## src/rtl/uart_tx_queue_if.sv

```systemverilog
// Producer/controller side signal bundle for the UART transmit byte queue.
// The queue is the slave; the producer plus transmit controller form the master side.
interface uart_tx_queue_if #(
  parameter int AW = 4
);
  logic          wrEn;
  logic [7:0]    wrData;
  logic          ovfClr;
  logic          txReady;
  logic          txSend;
  logic [7:0]    txData;
  logic          full;
  logic          empty;
  logic [AW:0]   count;
  logic          overflow;

  modport master (
    output wrEn, wrData, ovfClr, txReady,
    input  txSend, txData, full, empty, count, overflow
  );

  modport slave (
    input  wrEn, wrData, ovfClr, txReady,
    output txSend, txData, full, empty, count, overflow
  );
endinterface

```

## src/rtl/uart_tx_queue.sv

```systemverilog
// Byte FIFO in front of the UART transmit controller: accepts bursty pushes and
// feeds the controller one byte per send/ready handshake.
module uart_tx_queue #(
  parameter int DEPTH = 16,
  parameter int AW    = 4
) (
  input  logic           clk,
  input  logic           rst,
  uart_tx_queue_if.slave bus
);

  typedef enum logic [1:0] {IDLE, SEND, WAIT_BUSY, WAIT_DONE} state_t;

  localparam logic [AW:0] FULL_COUNT = (AW+1)'(DEPTH);

  logic [7:0]    mem [DEPTH];
  logic [AW-1:0] wrPtr;
  logic [AW-1:0] rdPtr;
  logic [AW:0]   count;
  logic [7:0]    txData;
  logic          txSend;
  logic          overflow;
  state_t        state;
  state_t        nextState;
  logic          popEn;
  logic          pushEn;
  logic          dropPush;

  // Pop handshake: one pop per controller character, waiting for busy then idle
  always_comb begin
    nextState = state;
    popEn     = 1'b0;
    case (state)
      IDLE: begin
        if (count != '0 && bus.txReady) begin
          popEn     = 1'b1;
          nextState = SEND;
        end
      end
      SEND:      nextState = WAIT_BUSY;
      WAIT_BUSY: if (!bus.txReady) nextState = WAIT_DONE;
      WAIT_DONE: if (bus.txReady) nextState = IDLE;
      default:   nextState = IDLE;
    endcase
  end

  // A full queue still accepts a push when a pop frees a slot in the same cycle
  assign pushEn   = bus.wrEn && (count != FULL_COUNT || popEn);
  assign dropPush = bus.wrEn && !pushEn;

  // txSend is registered from the next state so it has no input-to-output path
  always_ff @(posedge clk or posedge rst) begin
    if (rst) begin
      state  <= IDLE;
      txSend <= 1'b0;
    end else begin
      state  <= nextState;
      txSend <= (nextState == SEND);
    end
  end

  always_ff @(posedge clk) begin
    if (pushEn) mem[wrPtr] <= bus.wrData;
  end

  always_ff @(posedge clk or posedge rst) begin
    if (rst) begin
      wrPtr    <= '0;
      rdPtr    <= '0;
      count    <= '0;
      txData   <= 8'h00;
      overflow <= 1'b0;
    end else begin
      if (pushEn) wrPtr <= wrPtr + 1'b1;
      if (popEn) begin
        rdPtr  <= rdPtr + 1'b1;
        txData <= mem[rdPtr];
      end
      case ({pushEn, popEn})
        2'b10:   count <= count + 1'b1;
        2'b01:   count <= count - 1'b1;
        default: count <= count;
      endcase
      // A dropped push outranks a clear arriving in the same cycle
      if (dropPush)        overflow <= 1'b1;
      else if (bus.ovfClr) overflow <= 1'b0;
    end
  end

  assign bus.txSend   = txSend;
  assign bus.txData   = txData;
  assign bus.count    = count;
  assign bus.full     = (count == FULL_COUNT);
  assign bus.empty    = (count == '0);
  assign bus.overflow = overflow;

endmodule

```

## src/flat_wrapper.sv

```systemverilog
// flat-port wrapper written by rule: the top's interface ports become plain ports
module uart_tx_queue_flat 
#(
  parameter int DEPTH = 16,
  parameter int AW    = 4
)
  (clk, rst, bus_wrEn, bus_wrData, bus_ovfClr, bus_txReady, bus_txSend, bus_txData, bus_full, bus_empty, bus_count, bus_overflow);
  uart_tx_queue_if #(.AW(AW)) bus_i ();
  input  logic clk;
  input  logic rst;
  input wire logic [$bits(bus_i.wrEn)-1:0] bus_wrEn;
  input wire logic [$bits(bus_i.wrData)-1:0] bus_wrData;
  input wire logic [$bits(bus_i.ovfClr)-1:0] bus_ovfClr;
  input wire logic [$bits(bus_i.txReady)-1:0] bus_txReady;
  output wire logic [$bits(bus_i.txSend)-1:0] bus_txSend;
  output wire logic [$bits(bus_i.txData)-1:0] bus_txData;
  output wire logic [$bits(bus_i.full)-1:0] bus_full;
  output wire logic [$bits(bus_i.empty)-1:0] bus_empty;
  output wire logic [$bits(bus_i.count)-1:0] bus_count;
  output wire logic [$bits(bus_i.overflow)-1:0] bus_overflow;
  assign bus_i.wrEn = bus_wrEn;
  assign bus_i.wrData = bus_wrData;
  assign bus_i.ovfClr = bus_ovfClr;
  assign bus_i.txReady = bus_txReady;
  assign bus_txSend = bus_i.txSend;
  assign bus_txData = bus_i.txData;
  assign bus_full = bus_i.full;
  assign bus_empty = bus_i.empty;
  assign bus_count = bus_i.count;
  assign bus_overflow = bus_i.overflow;
  uart_tx_queue #(.DEPTH(DEPTH), .AW(AW)) u_core (.clk(clk), .rst(rst), .bus(bus_i));
endmodule
```

## config.mk

```make
export PLATFORM = sky130hd
export DESIGN_NAME = uart_tx_queue_flat
export DESIGN_NICKNAME = d
export VERILOG_FILES = /design/src/rtl/uart_tx_queue_if.sv /design/src/rtl/uart_tx_queue.sv /design/src/flat_wrapper.sv
export SDC_FILE = /design/constraint.sdc
export NUM_CORES = 1
export LEC_CHECK = 0
export CORE_MARGIN = 2
export CORE_UTILIZATION = 45
export DETAILED_ROUTE_END_ITERATION = 10
export GPL_ROUTABILITY_DRIVEN = 0
export PLACE_DENSITY_LB_ADDON = 0.25
export SLEW_MARGIN = 10
export SYNTH_ARGS = -nofsm -noshare
export SYNTH_HDL_FRONTEND = slang
export SYNTH_SLANG_ARGS = --single-unit
```

## constraint.sdc

```tcl
create_clock -name clk -period 4.4 [get_ports clk]
set_input_delay 0.88 -clock clk [delete_from_list [all_inputs] [get_ports clk]]
set_output_delay 0.88 -clock clk [all_outputs]
set_load 0.01 [all_outputs]
```

==> results of run 1 <==
[cell type report]
type                            count  area, µm²
Fill cell                        1091       6520
Sequential cell                   153       4470
Tap cell                          180        225
Multi-Input combinational cell    140       1620
Clock buffer                       19        433
Timing Repair Buffer               31        305
Inverter                           11       41.3
Clock inverter                     13        110
[worst reg2reg max path, cell delays in order, from the launching register on]
cell and delay [ns]:
dfrtp_1 0.47, nor4_1 0.58, a31oi_4 0.25, inv_1 0.10, ha_1 0.28, ha_1 0.31
a21o_1 0.20, a21oi_1 0.17, mux2i_1 0.23, xnor2_1 0.13
[cells in the mapped netlist (2+ instances only)]
master,instances
o21a_1,3
o21ai_0,3
buf_1,3
ha_1,9
o22ai_1,15
buf_6,4
inv_1,11
nor3b_2,2
nand2_1,6
o22ai_2,3
mux2_2,10
and2_1,13
a21o_1,2
mux4_2,24
xor2_1,2
nor2_1,6
dfrtp_1,25
clkbuf_1,4
a21oi_1,10
edfxtp_1,128
buf_2,3
mux4_1,8
xnor2_1,8
[metal layers]
layer	GRT usage [%]	wire, µm	share of wire [%]
met5	0	0	0
met4	7.11	174	1.5
met3	3.98	382	3.4
met2	27.8	5780	51
met1	21.9	4890	44
[kinds of logic after synthesis]
logic type	count (synthesis)
and+or+nand+nor	39
muxes	43
xor gates and xnor gates	10
DFF	153
buffers and inverters	26
AOI/OAI and AO/OA	38
adders and majority gates	10
[flip-flops by register name (all words and copies together) (netlist names)]
| signal | cells |
|---|---|
| u_core.bus.count | 5 |
| u_core.bus.overflow | 1 |
| u_core.bus.txData | 8 |
| u_core.bus.txSend | 1 |
| u_core.mem | 128 |
| u_core.rdPtr | 4 |
| u_core.state | 2 |
| u_core.wrPtr | 4 |
[worst max path at each step]
stage          slack (ns)        start                  end  cells past startpoint
2_1_floorplan        1.38  bus_txReady  u_core.bus.count[4]                      9
3_3_place_gp         0.72  bus_txReady  u_core.bus.count[4]                     10
3_5_place_dp         0.67  bus_txReady  u_core.bus.count[4]                     10
4_1_cts              1.11  bus_txReady  u_core.bus.count[4]                     10
5_1_grt              0.84  bus_txReady  u_core.bus.count[4]                     10
6_report             1.10  bus_txReady  u_core.bus.count[4]                     10
[where the power goes]
| part | switching (mW) | internal (mW) |
|---|---|---|
| Combinational | 0.499 | 0.639 |
| Sequential | 0.271 | 1.80 |
| Clock | 0.526 | 0.816 |
==> impl_metrics.py, run 1 <==
metrics = {
    "setup_path": {
        "worstPathRequired_ns": 4.74,
        "cpMaxStageDelayCell": "clkdlybuf4s50_1",
        "worstPathCellList": "clkdlybuf4s50_1, or3b_4, a31oi_4, inv_1, ha_1, fa_1, a21o_1, a21oi_1, mux2i_1, xnor2_1",
        "arrival_ns": 3.64,
        "critPathCaptureType": "flop",
        "worstReg2RegStart": "u_core.bus.count[0]",
        "reg2regPathDepth": 9,
        "cpPeakStageDelay_ns": 0.50,
        "start_kind": "primary input",
        "crit_family": "adder cells",
        "r2r_slack_ns": 1.62,
        "critical_path_class": "primary input to flop",
        "worst-path-buf-inv": 2,
        "crit_fanout": 10,
        "r2r_end": "u_core.bus.count[4]",
    },
    "timing": {
        "final.min_clock_period_ns": 3.30,
        "fin_setup_tns_ns": 0,
        "setup_viol": 0,
        "post-route-period-util_pct": 75.1,
        "fin_ws_ns": 1.10,
        "slew_violations": 0,
        "rsz0062_at_grt": "false",
        "hold_viol_final": 0,
        "fmax_mhz": 303,
        "worst_pin_slew_ns": 1.01,
        "holdWs_ns": 0.531,
        "relSlewSlack_pct": 32.7,
        "skew_ns": 0.0114,
    },
    "drt": {
        "drtAntennaViolNets": 0,
        "firstDrtPassIters": 4,
        "drt_iter0_drc": 175,
        "drc": 0,
        "vias": 2923,
        "routed_wirelength_mm": 11.2,
        "via_per_inst": 5.34,
        "avgRoutedWirePerCell_um": 20.5,
    },
    "synthesis": {
        "muxShareOfSynthArea_pct": 14.0,
        "synth_enable_flop_cells": 128,
        "ys_ff_latch": 153,
        "synth_top_cell_by_area": "edfxtp_1",
        "synth_compound_area_share_pct": 4.44,
        "synth_area_um2": 6230,
        "ys_async_sr_fraction_pct": 16.3,
        "synth_xor_area_share_pct": 1.41,
        "synth_top_family_by_area": "multiplexers",
        "syn_area_per_cell_um2": 19.5,
        "synth.yosys.seq_area_share_pct": 71.7,
        "ys.flop_type": "edfxtp_1",
        "synthSimpleGateAreaFrac_pct": 3.93,
        "synth_fp_nets": 342,
        "ys_types": 40,
        "synthAdderAreaFrac_pct": 2.13,
        "synth-warning-count": 0,
        "syn_inst": 319,
        "ys_top_cells_by_area": "edfxtp_1, dfrtp_1, mux4_2",
        "synth_top_area_share_pct": 61.7,
    },
    "grt": {
        "overflow": 0,
        "antenna_found_initial": 0,
        "grt_pass1_wl_mm": 17.8,
        "grt_pass1_vias": 3128,
        "grt_max_degree": 34,
        "track_usage_pct": 16.9,
    },
    "cells_and_area": {
        "n_antenna_cell": 0,
        "final_area_um2": 7200,
        "layout-drive-gt1-share_pct": 19.3,
        "fin_util_pct": 52.5,
        "nets": 377,
        "layout_commonest_cell": "edfxtp_1",
        "area_growth_pct": 15.6,
        "final_cell_mix": "edfxtp_1, clkdlybuf4s50_1, mux4_2",
        "layout.cells.non_filler": 547,
    },
    "flow_run": {
        "cap_violations": 0,
    },
    "min_path": {
        "whs_path_depth": 2,
        "min_path_type": "flop to flop",
        "min_from": "u_core.bus.overflow",
        "min_to": "u_core.bus.overflow",
    },
    "die": {
        "pin_count": 30,
        "rows": 43,
        "dieHeight_um": 122,
        "die_area_um2": 14800,
        "core_area_um2": 13700,
        "start_util_pct": 45.4,
        "die_w_um": 122,
    },
    "place": {
        "dp_slack_ns": 0.672,
        "dp.cells": 515,
        "portBuffers": 29,
        "post-dp-hpwl_mm": 7.08,
        "dpl_cell_area_um2": 6660,
    },
    "cts": {
        "hold_buffers": 0,
        "cts_tree": "done",
        "clk_latency_ns": 0.42,
        "path_clk_slew_ns": 0.05,
        "post_cts_buffers": 0,
        "ctsResizeCount": 0,
        "h-tree-depth": 4,
        "root_buffer": "clkbuf_16",
        "cts_made_buffers": 17,
        "cts_buffer_depth": 2,
        "clkSinkCount": 153,
    },
    "outcome": {
        "status": "finished, final reports clean",
    },
    "power": {
        "ir_worst_vdd_uv": 306,
        "leakagePower_nw": 2.43,
        "total_power_mw": 4.55,
        "power.density_nw_per_um2": 632,
    },
}
(Power assumes the default switching activity.)
==> run 2, diff against run 1 <==
==> constraint.sdc (replaced) <==
create_clock -name clk -period 3.2 [get_ports clk]
set_input_delay 0.64 -clock clk [delete_from_list [all_inputs] [get_ports clk]]
set_output_delay 0.64 -clock clk [all_outputs]
set_load 0.01 [all_outputs]
==> run 2 against run 1 <==
Effect of this change: sequential power is 36% higher; clock skew down 0.0047 ns; non-clock buffer count rose by 24; flip-flop and latch count is the same; setup slack worse by 0.75 ns; clock-buffer cell count shrank 1; via count grew 5.3%; critical path depth shrank 7; routed wire length increased by 4.4%; global-route usage grew 0.72 points.
==> impl_metrics.py, run 2 (synthesized netlist as in run 1, its figures left out) <==
metrics = {
    "die": {
        "core_area_um2": 13700,
        "dieHeight_um": 122,
        "pin_count": 30,
        "start_util_pct": 45.4,
        "die_w_um": 122,
        "die_area_um2": 14800,
        "rows": 43,
    },
    "setup_path": {
        "critPathCaptureType": "output port",
        "crit_fanout": 6,
        "start_kind": "flop",
        "worstPathCellList": "or4_4, nor2_1, clkdlybuf4s50_1",
        "reg2regPathDepth": 8,
        "critical_path_class": "flop to output port",
        "worstReg2RegStart": "u_core.bus.count[0]",
        "worstPathRequired_ns": 2.56,
        "r2r_end": "u_core.bus.count[4]",
        "cpMaxStageDelayCell": "or4_4",
        "r2r_slack_ns": 0.45,
        "cpPeakStageDelay_ns": 0.62,
        "arrival_ns": 2.21,
    },
    "grt": {
        "grt_pass1_vias": 3172,
        "grt_max_degree": 21,
        "overflow": 0,
        "grtUsageMet1_pct": 22.3,
        "top_usage_layer": "met2",
        "use_met3_pct": 5.29,
        "track_usage_pct": 17.7,
        "met2_usage_pct": 29.1,
        "grt_pass1_wl_mm": 18.4,
        "antenna_found_initial": 0,
    },
    "cts": {
        "cts_made_buffers": 17,
        "cts_buffer_depth": 2,
        "path_clk_slew_ns": 0.06,
        "h-tree-depth": 4,
        "post_cts_buffers": 0,
        "clk_latency_ns": 0.42,
        "root_buffer": "clkbuf_16",
        "ctsResizeCount": 0,
        "cts_tree": "done",
        "hold_buffers": 0,
        "clkSinkCount": 153,
    },
    "drt": {
        "firstDrtPassIters": 4,
        "via_per_inst": 5.39,
        "vias": 3078,
        "routed_wirelength_mm": 11.7,
        "drtAntennaViolNets": 0,
        "avgRoutedWirePerCell_um": 20.5,
        "drt_iter0_drc": 189,
        "drc": 0,
    },
    "timing": {
        "worst_pin_slew_ns": 0.777,
        "final.min_clock_period_ns": 2.85,
        "holdWs_ns": 0.532,
        "post-route-period-util_pct": 89.2,
        "hold_viol_final": 0,
        "slew_violations": 0,
        "skew_ns": 0.00665,
        "rsz0062_at_grt": "false",
        "relSlewSlack_pct": 48.2,
        "fmax_mhz": 350,
        "setup_viol": 0,
        "fin_setup_tns_ns": 0,
    },
    "place": {
        "post-dp-hpwl_mm": 7.32,
        "dpl_cell_area_um2": 6850,
        "portBuffers": 29,
    },
    "cells_and_area": {
        "final_cell_mix": "edfxtp_1, clkdlybuf4s50_1, buf_4",
        "largest_reg_flops": 128,
        "reg_top3": "u_core.mem x128, u_core.bus.txData x8, u_core.bus.count x5",
        "layout-drive-gt1-share_pct": 25.8,
        "regMostFlops": "u_core.mem",
        "area_growth_pct": 19.3,
        "nets": 401,
        "final_area_um2": 7440,
        "layout_commonest_cell": "edfxtp_1",
        "n_antenna_cell": 0,
    },
    "power": {
        "power.density_nw_per_um2": 873,
        "ir_worst_vdd_uv": 418,
        "leakagePower_nw": 2.58,
    },
    "outcome": {
        "status": "finished, final reports clean",
    },
    "min_path": {
        "min_from": "u_core.bus.overflow",
        "min_to": "u_core.bus.overflow",
        "min_path_type": "flop to flop",
        "whs_path_depth": 2,
    },
    "flow_run": {
        "cap_violations": 0,
    },
}
## run 2: routing by layer
metal / part of all wire [%] / up-vias
met5: 0 / -
met4: 1.7 / 0
met3: 4.2 / 14
met2: 51 / 64
met1: 43 / 1603
li1: - / 1397
## run 2: area by class of cell
class                      instances  area, µm²
clock buffer                      18        429
clock inverter                    14        156
fill                            1088       6280
inverter                          11       41.3
multi-input combinational        140       1620
sequential                       153       4470
tap                              180        225
timing repair buffer              55        498
## run 2: where the power goes
group / switching (mW) / internal (mW)
clock network: 0.756 / 1.21
logic: 0.758 / 0.959
registers: 0.334 / 2.47
## run 2: worst max-delay path, delay by kind of cell (launching register included)
family | cells | cell delay [ns]
simple gates | 2 | 0.78
flops | 1 | 0.46
buf+inv | 1 | 0.56
## run 2: how the worst max path moves through the flow
stage | cells after the start | end | slack (ns) | startpoint
global route | 3 | bus_full | 0.19 | u_core.bus.count[0]
floorplan | 9 | u_core.bus.count[4] | 0.35 | u_core.bus.count[0]
CTS | 3 | bus_full | 0.30 | u_core.bus.count[0]
finish | 3 | bus_empty | 0.35 | u_core.bus.count[0]
detailed placement | 10 | u_core.bus.count[4] | -0.04 | bus_txReady
global placement | 10 | u_core.bus.count[4] | 0.007 | bus_txReady
## run 2: through the flow
stage	utilization (%)	total power, mW	cells	setup WS [ns]
2_1_floorplan	-	3.97	319	0.352
3_3_place_gp	49.9	4.56	539	0.00745
3_5_place_dp	49.9	4.60	539	-0.0447
4_1_cts	54.2	6.57	571	0.301
5_1_grt	54.2	6.84	571	0.190
6_report	54.2	6.49	571	0.346
==> run 3, diff against run 2 <==
--- a/config.mk
+++ b/config.mk
@@ -7,6 +7,7 @@
 export LEC_CHECK = 0
 export CORE_MARGIN = 2
 export CORE_UTILIZATION = 45
+export CTS_CLUSTER_DIAMETER = 200
 export DETAILED_ROUTE_END_ITERATION = 10
 export GPL_ROUTABILITY_DRIVEN = 0
 export PLACE_DENSITY_LB_ADDON = 0.25
==> results of run 3 <==
Same layout as run 2: the final DEF is identical, and so are final timing and power.
==> RTL edit 1: new RTL, flow settings as in run 1 <==
`DEPTH` is set to 16 in 2 places; all go to 32.
--- a/src/rtl/uart_tx_queue.sv
+++ b/src/rtl/uart_tx_queue.sv
@@ -3,3 +3,3 @@
 module uart_tx_queue #(
-  parameter int DEPTH = 16,
+  parameter int DEPTH = 32,
   parameter int AW    = 4
--- a/src/flat_wrapper.sv
+++ b/src/flat_wrapper.sv
@@ -3,3 +3,3 @@
 #(
-  parameter int DEPTH = 16,
+  parameter int DEPTH = 32,
   parameter int AW    = 4
Formal check against the unedited RTL: not equivalent (Yosys sat finds a counterexample within 4 cycles, from zero or initial values and one cycle with rst high).
==> RTL edit 1 against run 1 <==
Die area fell by 0.58%; register-to-register slack got worse by 0.30 ns; synthesized area fell by 0.60%; setup slack improved by 0.19 ns; wire length rose by 5.7%; non-clock buffer count rose by 3; clock skew fell by 0.0045 ns; final area rose by 0.28%; first-iteration DRC count rose by 62%; sequential cell count did not move; critical endpoint is now bus_empty.
Power is not compared: it rests on default switching activity, and its combinational part moved more than twofold at a synthesized area within 25%.
==> RTL edit 1: results (changes against run 1) <==
<table>
<tr><th>Metric</th><th>Value</th></tr>
<tr><th colspan="2">Run status</th></tr>
<tr><td>Outcome</td><td>completed</td></tr>
<tr><th colspan="2">Cells and area</th></tr>
<tr><td>Layout cell share with drive strength beyond 1</td><td>21.8% (+2.4 points)</td></tr>
<tr><td>Multi-input logic cell count</td><td>143 (+2.1%)</td></tr>
<tr><td>Final nets</td><td>382 (+1.3%)</td></tr>
<tr><td>Filler Cell Count</td><td>1,055 (-3.3%)</td></tr>
<tr><td>Layout clock buffers</td><td>18 (-1)</td></tr>
<tr><td>Non-clock buffers, area share</td><td>4.54% (+0.30 points)</td></tr>
<tr><td>Number of non-clock buffers</td><td>34 (+9.7%)</td></tr>
<tr><th colspan="2">Yosys</th></tr>
<tr><td>Top area cells in the synthesized netlist</td><td>sky130_fd_sc_hd__edfxtp_1, sky130_fd_sc_hd__mux4_2, sky130_fd_sc_hd__dfrtp_1</td></tr>
<tr><td>Adder-cell area share of the yosys netlist</td><td>1.82% (-0.31 points)</td></tr>
<tr><td>Post-synthesis compound-gate area fraction</td><td>4.73% (+0.29 points)</td></tr>
<tr><td>Top post-synthesis cells by count</td><td>sky130_fd_sc_hd__edfxtp_1, sky130_fd_sc_hd__mux4_2, sky130_fd_sc_hd__dfrtp_1, sky130_fd_sc_hd__nor2_1</td></tr>
<tr><td>Sequential cell area fraction in the yosys report</td><td>72.1% (+0.43 points)</td></tr>
<tr><td>Xor/xnor share of the synthesized area</td><td>1.56% (+0.15 points)</td></tr>
<tr><td>Multiplexer area fraction after synthesis</td><td>13.3% (-0.72 points)</td></tr>
<tr><th colspan="2">Setup path</th></tr>
<tr><td>Worst path top cell family by delay</td><td>simple AND/OR/NAND/NOR gates</td></tr>
<tr><td>Logic depth of the worst register-to-register path</td><td>10 (+1)</td></tr>
<tr><td>Signal arrival time at the worst endpoint</td><td>2.23 ns (-1.41 ns)</td></tr>
<tr><td>Critical Path Max Stage Delay</td><td>0.59 ns (+0.09 ns)</td></tr>
<tr><td>Biggest fanout along the worst timing path</td><td>9 (-1)</td></tr>
<tr><td>Worst reg-to-reg setup slack</td><td>1.32 ns (-0.30 ns)</td></tr>
<tr><th colspan="2">Global route</th></tr>
<tr><td>Vias in the first global route</td><td>3,094 (-1.1%)</td></tr>
<tr><td>Global-route usage over all layers</td><td>17.9% (+0.99 points)</td></tr>
<tr><th colspan="2">Timing</th></tr>
<tr><td>Hold slack final</td><td>0.524 ns (-0.00696 ns)</td></tr>
<tr><th colspan="2">Route</th></tr>
<tr><td>Final Routed Wirelength</td><td>11,900 um (+5.7%)</td></tr>
<tr><th colspan="2">Min path</th></tr>
<tr><td>Instance count along the most critical hold path</td><td>1 (-1)</td></tr>
<tr><th colspan="2">Placement</th></tr>
<tr><td>HPWL Detailed</td><td>7540 um (+6.5%)</td></tr>
</table>
==> RTL edit 1: per-stage QoR <==
stage / total power, mW / setup WS [ns] / instances / instance area [um^2]
global placement: 1.66 / 1.13 / 517 / 6640
finish: 3.07 / 1.29 / 548 / 7220
global route: 3.16 / 1.15 / 548 / 7220
floorplan: 1.63 / 1.39 / 328 / 6190
detailed placement: 1.66 / 1.05 / 517 / 6640
CTS: 3.09 / 1.28 / 548 / 7220
==> RTL edit 1: path summary, 6_finish.rpt <==
kind / endpoint / startpoint
worst max-delay path: bus_empty / u_core.bus.count[1]
worst min-delay path: u_core.state[0] / u_core.state[1]
worst max register to register: u_core.bus.count[4] / u_core.bus.count[1]
worst min register to register: u_core.state[0] / u_core.state[1]
max in group asynchronous: u_core.rdPtr[3] / rst
min in group asynchronous: u_core.bus.count[2] / rst
==> RTL edit 1: metal layers <==
layer	up-vias	wire length [um]	track usage (%)
met4	0	144	6.03
met2	92	5750	27.0
met5	-	0	0
li1	1362	-	-
met1	1544	5410	25.6
met3	10	567	4.75
==> RTL edit 2: new RTL, config.mk and constraints of run 1 <==
Made on the original files. Re-encode `state_t` (4 states) as one-hot, 4 bits wide.
--- a/src/rtl/uart_tx_queue.sv
+++ b/src/rtl/uart_tx_queue.sv
@@ -11,3 +11,3 @@
 
-  typedef enum logic [1:0] {IDLE, SEND, WAIT_BUSY, WAIT_DONE} state_t;
+  typedef enum logic [3:0] {IDLE = 4'b0001, SEND = 4'b0010, WAIT_BUSY = 4'b0100, WAIT_DONE = 4'b1000} state_t;
 
Check against the original RTL: same outputs for any inputs over 10 cycles, from zero or initial values and one cycle with rst high; not proved beyond that.
==> RTL edit 2 against run 1 <==
Core utilization is 1.5 points higher; global-route usage is 1.4 points higher; synthesized area is 1.1% higher; clock skew is 0.00055 ns lower; sequential cell count is 2 higher; wire length is 8.4% higher; setup slack worse by 0.17 ns; first-iteration DRC count is 59% higher; total power is 8.1% higher; final area is 3.2% higher; critical path type is now flip-flop to output port; largest cell class unchanged.
==> RTL edit 2: results (changes against run 1) <==
<table>
<tr><th>Metric</th><th>Value</th></tr>
<tr><th colspan="2">Placement</th></tr>
<tr><td>HPWL Detailed</td><td>7620 um (+7.7%)</td></tr>
<tr><td>Cell count after placement</td><td>544 (+5.6%)</td></tr>
<tr><td>Dpl ws</td><td>0.771 ns (+0.0997 ns)</td></tr>
<tr><th colspan="2">Yosys</th></tr>
<tr><td>Synthesized net count</td><td>361 (+5.6%)</td></tr>
<tr><td>Post-synthesis compound-gate area fraction</td><td>5.52% (+1.1 points)</td></tr>
<tr><td>Top area cells in the synthesized netlist</td><td>sky130_fd_sc_hd__edfxtp_1, sky130_fd_sc_hd__mux4_2, sky130_fd_sc_hd__dfrtp_1</td></tr>
<tr><td>FFs w/ async S/R, synth</td><td>17.4% (+1.1 points)</td></tr>
<tr><td>Sequential cell area fraction in the yosys report</td><td>71.7% (about the same)</td></tr>
<tr><td>Top post-synthesis cells by count</td><td>sky130_fd_sc_hd__edfxtp_1, sky130_fd_sc_hd__mux4_2, sky130_fd_sc_hd__dfrtp_1, sky130_fd_sc_hd__o22ai_1, sky130_fd_sc_hd__nor2_1</td></tr>
<tr><td>Post-synthesis instance total</td><td>339 (+6.3%)</td></tr>
<tr><td>Multiplexer area fraction after synthesis</td><td>13.7% (-0.29 points)</td></tr>
<tr><th colspan="2">Cells and area</th></tr>
<tr><td>Layout cell share with drive strength beyond 1</td><td>25.3% (+5.9 points)</td></tr>
<tr><th colspan="2">Route</th></tr>
<tr><td>Number of design-rule violations left by the first detailed-router iteration</td><td>278 (+59%)</td></tr>
<tr><td>Wire length per cell</td><td>21.1 um (+2.9%)</td></tr>
<tr><td>Vias per inst</td><td>5.64 (+5.5%)</td></tr>
<tr><td>DRT met1 WL</td><td>5470 um (+12%)</td></tr>
<tr><th colspan="2">Timing</th></tr>
<tr><td>Worst slew pin tran</td><td>0.875 ns (-0.134 ns)</td></tr>
<tr><th colspan="2">Pwr</th></tr>
<tr><td>Worst VDD drop</td><td>0.354 mV (+16%)</td></tr>
<tr><td>Total leakage power</td><td>2.53 nW (+4.3%)</td></tr>
<tr><td>Clock network fraction of total power</td><td>29.0% (-0.5 points)</td></tr>
<tr><th colspan="2">Setup path</th></tr>
<tr><td>Biggest fanout along the worst timing path</td><td>9 (-1)</td></tr>
<tr><td>Critical-path cell with the highest stage delay</td><td>sky130_fd_sc_hd__or4_1</td></tr>
<tr><td>Worst reg-to-reg setup slack</td><td>1.47 ns (-0.15 ns)</td></tr>
<tr><td>Critical Path Max Stage Delay</td><td>0.68 ns (+0.18 ns)</td></tr>
<tr><td>Logic depth of the worst register-to-register path</td><td>8 (-1)</td></tr>
<tr><th colspan="2">Global route</th></tr>
<tr><td>Vias in the first global route</td><td>3,330 (+6.5%)</td></tr>
<tr><td>Global Route met2 Usage</td><td>27.7% (-0.066 points)</td></tr>
<tr><td>Global-route wire length before repair</td><td>19,200 um (+7.7%)</td></tr>
<tr><td>Global Route met3 Usage</td><td>4.93% (+0.95 points)</td></tr>
<tr><th colspan="2">Run status</th></tr>
<tr><td>Outcome</td><td>completed</td></tr>
</table>
-- RTL edit 2: metrics by stage --
step / power (mW) / instance area (um^2)
2_1_floorplan: 3.07 / 6300
3_3_place_gp: 3.51 / 6850
3_5_place_dp: 3.54 / 6850
4_1_cts: 4.98 / 7430
5_1_grt: 5.19 / 7430
6_report: 4.92 / 7430
-- RTL edit 2: how the worst max path moves through the flow --
stage	from	end	slack, ns	cells after the start
floorplan	bus_txReady	u_core.mem[1][0]	1.45	6
global placement	bus_txReady	u_core.bus.count[4]	0.80	9
detailed placement	bus_txReady	u_core.bus.count[4]	0.77	9
CTS	u_core.bus.count[1]	bus_full	0.90	4
global route	u_core.bus.count[1]	bus_full	0.84	4
finish	u_core.bus.count[1]	bus_full	0.93	4
-- RTL edit 2: layout make-up --
class / count / area share, %
Sequential cell: 155 / 60.9
Tap cell: 180 / 3.03
Clock inverter: 9 / 1.55
Timing Repair Buffer: 47 / 5.72
Multi-Input combinational cell: 154 / 22.1
Clock buffer: 23 / 6.30
Inverter: 8 / 0.404
